--- src/rtl/seg7_scan_ctrl.sv ---
// ---------------------------------------------------------------------------
// seg7_scan_ctrl
//
// Time-multiplexed scan controller for NUM_DIGITS seven-segment digits that
// share one nibble decoder. A display word is held in an "active" register
// and the digits are driven one slot at a time, with optional blanking gaps
// between slots. New words arrive over a valid/ready handshake and are only
// swapped into the active register on a frame boundary (or while idle), so
// a frame never mixes digits of two words.
//
// Ports
//   clk         system clock, rising edge
//   rst_n       asynchronous active-low reset
//   enable      1 = scan, 0 = go idle and blank
//   blank_lz    1 = blank leading zeros (digit 0 never blanked)
//   load_valid  load_data is valid
//   load_ready  controller can accept a word (registered)
//   load_data   display word, digit i = load_data[4i+3:4i]
//   nib_out     nibble to the shared decoder (bit3 = w ... bit0 = z)
//   dig_sel     one-hot active-high digit enable
//   blank       1 = decoder output forced off
//   frame_done  one-cycle pulse after the last digit slot of a frame
// ---------------------------------------------------------------------------
module seg7_scan_ctrl #(
    parameter int NUM_DIGITS  = 4,
    parameter int REFRESH_DIV = 1000,
    parameter int GAP_CYCLES  = 1
) (
    input  logic                    clk,
    input  logic                    rst_n,
    input  logic                    enable,
    input  logic                    blank_lz,
    input  logic                    load_valid,
    output logic                    load_ready,
    input  logic [4*NUM_DIGITS-1:0] load_data,
    output logic [3:0]              nib_out,
    output logic [NUM_DIGITS-1:0]   dig_sel,
    output logic                    blank,
    output logic                    frame_done
);

    localparam int DW      = 4 * NUM_DIGITS;
    localparam int IDX_W   = (NUM_DIGITS > 1) ? $clog2(NUM_DIGITS) : 1;
    localparam int CNT_MAX = (REFRESH_DIV > GAP_CYCLES) ? REFRESH_DIV : GAP_CYCLES;
    localparam int CNT_W   = $clog2(CNT_MAX + 1);

    localparam logic [IDX_W-1:0] LAST_IDX = IDX_W'(NUM_DIGITS - 1);
    localparam logic [IDX_W-1:0] IDX_ZERO = IDX_W'(0);
    localparam logic [CNT_W-1:0] CNT_ZERO = CNT_W'(0);
    localparam logic [CNT_W-1:0] SCAN_TC  = CNT_W'(REFRESH_DIV - 1);
    localparam logic [CNT_W-1:0] GAP_TC   = CNT_W'((GAP_CYCLES > 0) ? (GAP_CYCLES - 1) : 0);

    typedef enum logic [1:0] {
        ST_IDLE = 2'd0,
        ST_SCAN = 2'd1,
        ST_GAP  = 2'd2
    } state_e;

    state_e                state_q,      state_d;
    logic [IDX_W-1:0]      idx_q,        idx_d;
    logic [CNT_W-1:0]      cnt_q,        cnt_d;
    logic [DW-1:0]         active_q,     active_d;
    logic [DW-1:0]         pending_q,    pending_d;
    logic                  pend_vld_q,   pend_vld_d;
    logic                  load_ready_q, load_ready_d;
    logic [3:0]            nib_out_q,    nib_out_d;
    logic [NUM_DIGITS-1:0] dig_sel_q,    dig_sel_d;
    logic                  blank_q,      blank_d;
    logic                  frame_done_q, frame_done_d;

    logic                  xfer_s;
    logic                  boundary_s;

    // Digit index following i, wrapping after the most significant digit.
    function automatic logic [IDX_W-1:0] next_idx(input logic [IDX_W-1:0] i);
        logic [IDX_W-1:0] n;
        if (i == LAST_IDX) begin
            n = IDX_ZERO;
        end else begin
            n = i + IDX_W'(1);
        end
        return n;
    endfunction

    // Nibble of digit i within a display word.
    function automatic logic [3:0] nibble_at(input logic [DW-1:0] w, input logic [IDX_W-1:0] i);
        logic [3:0] n;
        n = 4'h0;
        for (int j = 0; j < NUM_DIGITS; j++) begin
            if (IDX_W'(j) == i) begin
                n = w[4*j +: 4];
            end else begin
                n = n;
            end
        end
        return n;
    endfunction

    // Leading-zero blank: digit i and every more significant digit are zero.
    function automatic logic lz_blank(input logic [DW-1:0] w, input logic [IDX_W-1:0] i,
                                      input logic blz);
        logic nz;
        nz = 1'b0;
        for (int j = 0; j < NUM_DIGITS; j++) begin
            if ((IDX_W'(j) >= i) && (w[4*j +: 4] != 4'h0)) begin
                nz = 1'b1;
            end else begin
                nz = nz;
            end
        end
        return blz && (i != IDX_ZERO) && !nz;
    endfunction

    assign xfer_s     = load_valid && load_ready_q;
    // Last cycle of the last digit slot; the edge ending it is where words swap.
    assign boundary_s = (state_q == ST_SCAN) && (cnt_q == SCAN_TC) && (idx_q == LAST_IDX);

    // Next-state, word-buffer and output computation.
    always_comb begin
        state_d      = state_q;
        idx_d        = idx_q;
        cnt_d        = cnt_q;
        active_d     = active_q;
        pending_d    = pending_q;
        pend_vld_d   = pend_vld_q;
        frame_done_d = 1'b0;
        nib_out_d    = nib_out_q;
        dig_sel_d    = '0;
        blank_d      = 1'b1;

        // Scan sequencing
        case (state_q)
            ST_IDLE: begin
                if (enable) begin
                    state_d = ST_SCAN;
                    idx_d   = IDX_ZERO;
                    cnt_d   = CNT_ZERO;
                end else begin
                    state_d = ST_IDLE;
                end
            end
            ST_SCAN: begin
                if (!enable) begin
                    state_d = ST_IDLE;
                    idx_d   = IDX_ZERO;
                    cnt_d   = CNT_ZERO;
                end else if (cnt_q == SCAN_TC) begin
                    cnt_d = CNT_ZERO;
                    if (GAP_CYCLES > 0) begin
                        state_d = ST_GAP;
                    end else begin
                        idx_d = next_idx(idx_q);
                    end
                end else begin
                    cnt_d = cnt_q + CNT_W'(1);
                end
            end
            ST_GAP: begin
                if (!enable) begin
                    state_d = ST_IDLE;
                    idx_d   = IDX_ZERO;
                    cnt_d   = CNT_ZERO;
                end else if (cnt_q == GAP_TC) begin
                    state_d = ST_SCAN;
                    cnt_d   = CNT_ZERO;
                    idx_d   = next_idx(idx_q);
                end else begin
                    cnt_d = cnt_q + CNT_W'(1);
                end
            end
            default: begin
                state_d = ST_IDLE;
                idx_d   = IDX_ZERO;
                cnt_d   = CNT_ZERO;
            end
        endcase

        // Word handshake. A word accepted while idle, on the boundary edge, or
        // on the edge that drops to idle can go straight to active because no
        // partially shown frame exists to tear.
        if (state_q == ST_IDLE) begin
            if (xfer_s) begin
                active_d = load_data;
            end else begin
                active_d = active_q;
            end
        end else if (!enable || boundary_s) begin
            if (pend_vld_q) begin
                active_d   = pending_q;
                pending_d  = '0;
                pend_vld_d = 1'b0;
            end else if (xfer_s) begin
                active_d = load_data;
            end else begin
                active_d = active_q;
            end
            frame_done_d = boundary_s && enable;
        end else if (xfer_s) begin
            pending_d  = load_data;
            pend_vld_d = 1'b1;
        end else begin
            pend_vld_d = pend_vld_q;
        end

        load_ready_d = !pend_vld_d;

        // Outputs follow the state being entered so they line up with it.
        case (state_d)
            ST_SCAN: begin
                for (int i = 0; i < NUM_DIGITS; i++) begin
                    dig_sel_d[i] = (IDX_W'(i) == idx_d);
                end
                nib_out_d = nibble_at(active_d, idx_d);
                blank_d   = lz_blank(active_d, idx_d, blank_lz);
            end
            ST_GAP: begin
                nib_out_d = nib_out_q;
            end
            ST_IDLE: begin
                nib_out_d = 4'h0;
            end
            default: begin
                nib_out_d = 4'h0;
            end
        endcase
    end

    // State, word buffers and registered outputs.
    always_ff @(posedge clk or negedge rst_n) begin
        if (!rst_n) begin
            state_q      <= ST_IDLE;
            idx_q        <= IDX_ZERO;
            cnt_q        <= CNT_ZERO;
            active_q     <= '0;
            pending_q    <= '0;
            pend_vld_q   <= 1'b0;
            load_ready_q <= 1'b1;
            nib_out_q    <= 4'h0;
            dig_sel_q    <= '0;
            blank_q      <= 1'b1;
            frame_done_q <= 1'b0;
        end else begin
            state_q      <= state_d;
            idx_q        <= idx_d;
            cnt_q        <= cnt_d;
            active_q     <= active_d;
            pending_q    <= pending_d;
            pend_vld_q   <= pend_vld_d;
            load_ready_q <= load_ready_d;
            nib_out_q    <= nib_out_d;
            dig_sel_q    <= dig_sel_d;
            blank_q      <= blank_d;
            frame_done_q <= frame_done_d;
        end
    end

    assign load_ready = load_ready_q;
    assign nib_out    = nib_out_q;
    assign dig_sel    = dig_sel_q;
    assign blank      = blank_q;
    assign frame_done = frame_done_q;

endmodule

--- config.mk ---
export PLATFORM = sky130hd
export DESIGN_NAME = seg7_scan_ctrl
export DESIGN_NICKNAME = d
export VERILOG_FILES = /design/src/rtl/seg7_scan_ctrl.sv
export SDC_FILE = /design/constraint.sdc
export NUM_CORES = 1
export LEC_CHECK = 0
export BUFFER_PORTS_ARGS = -buffer_cell sky130_fd_sc_hd__buf_4
export CAP_MARGIN = 20
export CORE_MARGIN = 1.5
export CORE_UTILIZATION = 55
export CTS_BUF_LIST = sky130_fd_sc_hd__clkbuf_8
export DETAILED_ROUTE_END_ITERATION = 6
export GPL_ROUTABILITY_DRIVEN = 0
export MAX_ROUTING_LAYER = met4
export PLACE_DENSITY = 0.86
export SYNTH_ARGS = -nofsm -noshare
export SYNTH_HDL_FRONTEND = slang
export SYNTH_SLANG_ARGS = --single-unit
--- constraint.sdc ---
create_clock -name clk -period 2.1 [get_ports clk]
set_input_delay 0.105 -clock clk [delete_from_list [all_inputs] [get_ports clk]]
set_output_delay 0.105 -clock clk [all_outputs]
set_load 0.1 [all_outputs]
# Word-level counts from Yosys, hierarchy flattened
# Cells that the tools add are included.
[word_totals]
wordCells = 95
out_inout_bits = 11
register_bits = 58
[op_classes]
n_reduce_logical = 24
n_eq_ne = 11
n_lt_le_gt_ge = 4
mux = 42
n_bitwise = 1
addsub = 2
[ops]
columns = ["cell", "n"]
rows = [
  ["two-way mux 16 bit", 7],
  ["two-way mux 10 bit", 5],
  ["case mux 10 bit (3 select lines)", 1],
  ["two-way mux 4 bit", 5],
  ["two-way mux 2 bit", 9],
  ["nonzero test 4 bit", 4],
  ["two-way mux 1 bit", 12],
  ["case mux 2 bit (3 select lines)", 2],
  ["adder 10 x 1 -> 10 bit, second input constant", 1],
  ["== test 10 bit, second input constant", 1],
  ["logical AND 1 bit", 10],
  ["zero test 10 bit", 1],
  ["case mux 4 bit (2 select lines)", 1],
  ["== test 2 bit, second input constant", 3],
  ["== test 2 x 1 -> 1 bit, second input constant", 2],
  ["== test 2 bit, first input constant", 2],
  ["greater-or-equal comparator 1 x 2 -> 1 bit, first input constant", 2],
  ["greater-or-equal comparator 2 bit, first input constant", 2],
  ["zero test 2 bit", 2],
  ["inequality test 2 bit, second input constant", 2],
  ["nonzero test 2 bit", 2],
  ["zero test 1 bit", 3],
  ["AND reduction 3 bit", 1],
  ["adder 2 x 1 -> 2 bit, second input constant", 1],
  ["other kinds (3)", 3],
]

# Depth between registers and ports, before layout
[depth]
ltp_word = 16
ltp_mapped = 10
mapped_depth_nobuf = 10

# Worst setup path before layout
# Ideal clock, no wire load.
[synth_timing]
path_type = "flip-flop to flip-flop"
start = "register load_ready_q, in the netlist load_ready"
end = "register nib_out_q[1], in the netlist nib_out[1]"
slack_ns = -0.357
path_buffers = 1
arrival_time_ns = 2.333
stages_incl_launch_ff = 8
path_cell_list = "dfstp_2 nand2_1 buf_1 o32a_1 o221a_2 o21ai_0 a21oi_1 a211o_1"
[synth_between]
word_cells_on_any_way = 10
[synth_lines]
columns = ["item", "line", "source"]
rows = [
  ["start: declaration", "65", "logic load_ready_q, load_ready_d;"],
  ["start signal: assignment", "249", "load_ready_q <= load_ready_d;"],
  ["logical AND 1 bit (*)", "114", "assign xfer_s = load_valid && load_ready_q;"],
  ["two-way mux 16 bit (*)", "182, 192", ""],
  ["two-way mux 16 bit", "188", "if (pend_vld_q) begin"],
  ["two-way mux 16 bit", "187", "end else if (!enable || boundary_s) begin"],
  ["two-way mux 16 bit (*)", "181", "if (state_q == ST_IDLE) begin"],
  ["via active_d[9]", "62", "logic [DW-1:0] active_q, active_d;"],
  ["two-way mux 4 bit (*) (2 in a row)", "90", "if (IDX_W'(j) == i) begin"],
  ["case mux 4 bit (2 select lines) (*)", "208", "case (state_d)"],
  ["end signal: assignment", "250", "nib_out_q <= nib_out_d;"],
  ["end: declaration", "66", "logic [3:0] nib_out_q, nib_out_d;"],
]
# The timed path passes the listed nets; every way through them passes the cells marked *.
# A chain may end at the register's enable or synchronous reset.

# Final worst setup path
[layout_timing]
start = "register state_q[1]"
end = "register blank_q, in the netlist blank"
[layout_between]
word_cells_on_any_way = 37
[layout_lines]
columns = ["item", "line", "source"]
rows = [
  ["start: declaration", "59", "state_e state_q, state_d;"],
  ["start signal: assignment", "243", "state_q <= state_d;"],
  ["== test 2 x 1 -> 1 bit", "116", "assign boundary_s = (state_q == ST_SCAN) && (cnt_q == SCAN_TC) && (idx_q == LAST_IDX);"],
  ["logical AND 1 bit (2 in a row)", "116", ""],
  ["logical OR 1 bit", "187", ""],
  ["two-way mux 16 bit", "187", ""],
  ["two-way mux 16 bit (*)", "181", ""],
  ["via active_d[10]", "62", ""],
  ["nonzero test 4 bit (*)", "105", "if ((IDX_W'(j) >= i) && (w[4*j +: 4] != 4'h0)) begin"],
  ["logical AND 1 bit (*)", "105", ""],
  ["two-way mux 1 bit (*) (2 in a row)", "105", ""],
  ["two-way mux 1 bit (*)", "208", ""],
  ["zero test 1 bit (*)", "111", "return blz && (i != IDX_ZERO) && !nz;"],
  ["logical AND 1 bit (*)", "111", ""],
  ["two-way mux 1 bit (*)", "208", ""],
  ["via blank_d", "68", "logic blank_q, blank_d;"],
  ["end signal: assignment", "252", "blank_q <= blank_d;"],
  ["end: declaration", "68", ""],
]
# The timed path passes the listed nets; every way through them passes the cells marked *. The select of a mux whose other input is x is not followed.

==> metrics.txt <==
status finished, violations left; failing checks hold timing, setup timing; Die X 78.0 um; DR vias 3,198; total CTS buffers 9; WL per Instance 20.2 um; Pwr per Cell Area 1020 nW/um2; critical path class reg -> reg; top_reg_cell synth dfrtp_1; syn_nets 362; fin worst setup slack -0.294 ns; async set-reset flop share out of synthesis 100%; Final Power 4420 uW; total die area 6090 um2; Slew @ Worst Pin 0.734 ns; critical path data arrival time 2.70 ns; Top cell by count, worst path nor2_1; Reg power frac 36.9%; Synth Area in XOR/XNOR 0.283%; CTS HTree Levels 3; multiplexer area fraction after synthesis 2.34%; core area 5470 um2; CTS max path bufs 2; First-pass DRT Iterations 5; vias per cell 6.35; Int Pwr 2820 uW; Final Core Density 79.1%; final worst path period share 114%; Reg area 1460 um2; share of the synthesized area in the top cell type 45.3%; Routed Antenna Nets 0; largest net degree at the start of global routing 59; antenna violations before repair 0; clk root buf clkbuf_8; clock share of power 28.7%; Global Route Usage Sum 31.3%; number of global-route vias before repair 2,975; Comb power frac 34.4%; HPWL Detailed 5.81 mm; Post-Synth Adder-Cell Area 2.83%; post-synthesis sequential area ratio 46.9%; #FFs+latches synth 58; CP Max Fanout 5; Unique masters post-synth 62; max_slew headroom 51.1%; Startpoint Class flip-flop; antenna diode count 0; Post-Layout Cell Count 504; Final min period 2.39 ns; Fmax 418 MHz; DRC 0; Die Y 78.0 um; Post-synth EDFFs 0; max-slew violations 0; Clock transition at path regs 0.09 ns; first-pass GRT wire length 14.2 mm; Worst setup EP type flip-flop; Worst-Skew Late Latency 0.37 ns; Mapped Cells 334; Area Growth Syn to Fin 39.7%; input/output buffers 31; footprint of the multi-input gates 1700 um2; Fillers 318; TNS Setup -2.07 ns; cell taking the most area after synthesis dfrtp_1; Area contributors post-synth dfrtp_1 45%, nand2_1 6.8%, o21ai_0 5.2%, nor2_1 3.9%, ha_1 2.8%; share of layout cells above drive strength 1 36.3%; starting DRC count in detailed routing 380; Slowest cell on crit path dfrtp_1; Fin. Hold Viols 2; Sw Share 36.1%; Placed Cells 475; Worst VDD drop 0.723 mV; max incr delay on CP 0.40 ns; Final #Nets 455; CP required 2.41 ns; RSZ-0062 raised after global routing yes; Post-Syn Area 3100 um2; maxcap violations 0; initial core utilization 56.6%; Leak Pwr 0.00207 uW; Detailed Route WL 10.2 mm; commonest cells in the netlist 56 x dfrtp_1, 56 x nand2_1, 32 x nor2_1, 32 x o21ai_0, 18 x inv_1; mean post-synth cell area 9.27 um2; Net Sw Power 1590 uW; Setup violations, final 26; compound-cell area share of the yosys netlist 22.1%; simple-gate share of the synthesized area 21.1%; setup skew after layout 0.0224 ns; crit-path cells inv_2 > ha_1 > nand2b_1 > a31oi_4 > nor2_1 > nor2_1 > a221oi_2 > buf_4 > o41ai_2 > a41o_1; HP Class in -> reg; Yosys warning count 0; largest family of logic cells by synthesized area compound AO/OA/AOI/OAI gates; clock sinks 58; Row Count 27; CTS tree done; grt total ovfl 0; worst hold margin -0.00424 ns; Ports 32
## per-stage QoR
stage	area (um2)	setup slack [ns]
2_1_floorplan	3190	-0.0418
3_5_place_dp	3850	-0.243
3_3_place_gp	3850	-0.186
6_report	4330	-0.294
4_1_cts	4170	-0.162
5_1_grt	4330	-0.389
## cell usage in the layout (no fill, tap or decap), types with 3 or more instances in the layout
cell type / instances
o22ai_1: 7
nor2_1: 30
o32ai_1: 3
inv_1: 16
or3_1: 6
bufinv_16: 3
nor2b_1: 3
buf_4: 90
o221a_4: 3
nor3_1: 3
nand4_1: 3
inv_2: 3
dfrtp_1: 55
and3_1: 6
a21o_1: 3
o21ai_0: 13
buf_12: 4
o221ai_2: 3
nand3_1: 8
nand2b_1: 4
o21ai_1: 18
clkbuf_8: 9
o31ai_1: 4
nand2_1: 55
ha_1: 4
a21oi_1: 5
mux2i_1: 5
clkinv_2: 3
## worst paths after layout
kind | from | end | slack [ns] | cells after the start
setup reg to reg | state_q[1] | blank | -0.29 | 10
hold / removal | load_data[1] | pending_q[1] | -0.004 | 3
hold reg to reg | pending_q[8] | pending_q[8] | 0.49 | 2
setup / recovery | state_q[1] | blank | -0.29 | 10
max in group asynchronous | rst_n | state_q[0] | 1.22 | 2
min in group asynchronous | rst_n | active_q[8] | 0.34 | 2
## power groups by stage
stage | Combinational (uW) | Clock [uW] | Sequential, uW
floorplan | 684 | 0 | 1770
global placement | 1220 | 0 | 1600
CTS | 1320 | 1250 | 1600
detailed placement | 1260 | 0 | 1610
finish | 1520 | 1270 | 1630
global route | 1600 | 1320 | 1650
## area by class of cell
cell class                 count  share of cell area [%]
tap                           72                    2.08
multi-input combinational    244                    39.3
clock buffer                   9                    2.86
clock inverter                 7                    2.52
timing repair buffer          96                    18.0
sequential                    58                    33.7
inverter                      18                    1.56
## worst max-delay path, delay by kind of cell (launching register included)
kind | cells | cell delay (ns)
buffers and inverters | 2 | 0.24
AO/OA/AOI/OAI | 4 | 0.93
AND/OR/NAND/NOR | 3 | 0.51
adder cells (fa/ha/maj) | 1 | 0.24
flip-flops | 1 | 0.40
## registers in the layout, summed over array words and instances (netlist names)
signal      flops
active_q       16
pending_q      16
cnt_q          10
dig_sel         4
nib_out         4
idx_q           2
state_q         2
blank           1
frame_done      1
load_ready      1
pend_vld_q      1
## cell families after synthesis
| logic type | after synthesis |
|---|---|
| adders and majority gates | 7 |
| and+or+nand+nor | 137 |
| DFF | 58 |
| xor gates and xnor gates | 1 |
| buffers and inverters | 33 |
| muxes | 7 |
| AOI/OAI and AO/OA | 91 |
## routing by layer
metal,GRT usage [%],wire [um],up-vias
li1,-,-,1385
met1,37.9,3900,1552
met2,47.4,4960,212
met3,6.63,853,49
met4,20.5,465,0
met5,-,0,-
## repair_timing
| item | 4_1_cts | 5_1_grt |
|---|---|---|
| hold endpoints to repair | 56 | 0 |
| setup endpoints to repair | 21 | 33 |
| setup buffers | 3 | 8 |
| hold buffers | 1 | 0 |
| resized for setup | 15 | 32 |
| gates cloned | 0 | 1 |
| pin swaps | 3 | 9 |
Note: power is estimated with default switching activity, not from simulation.
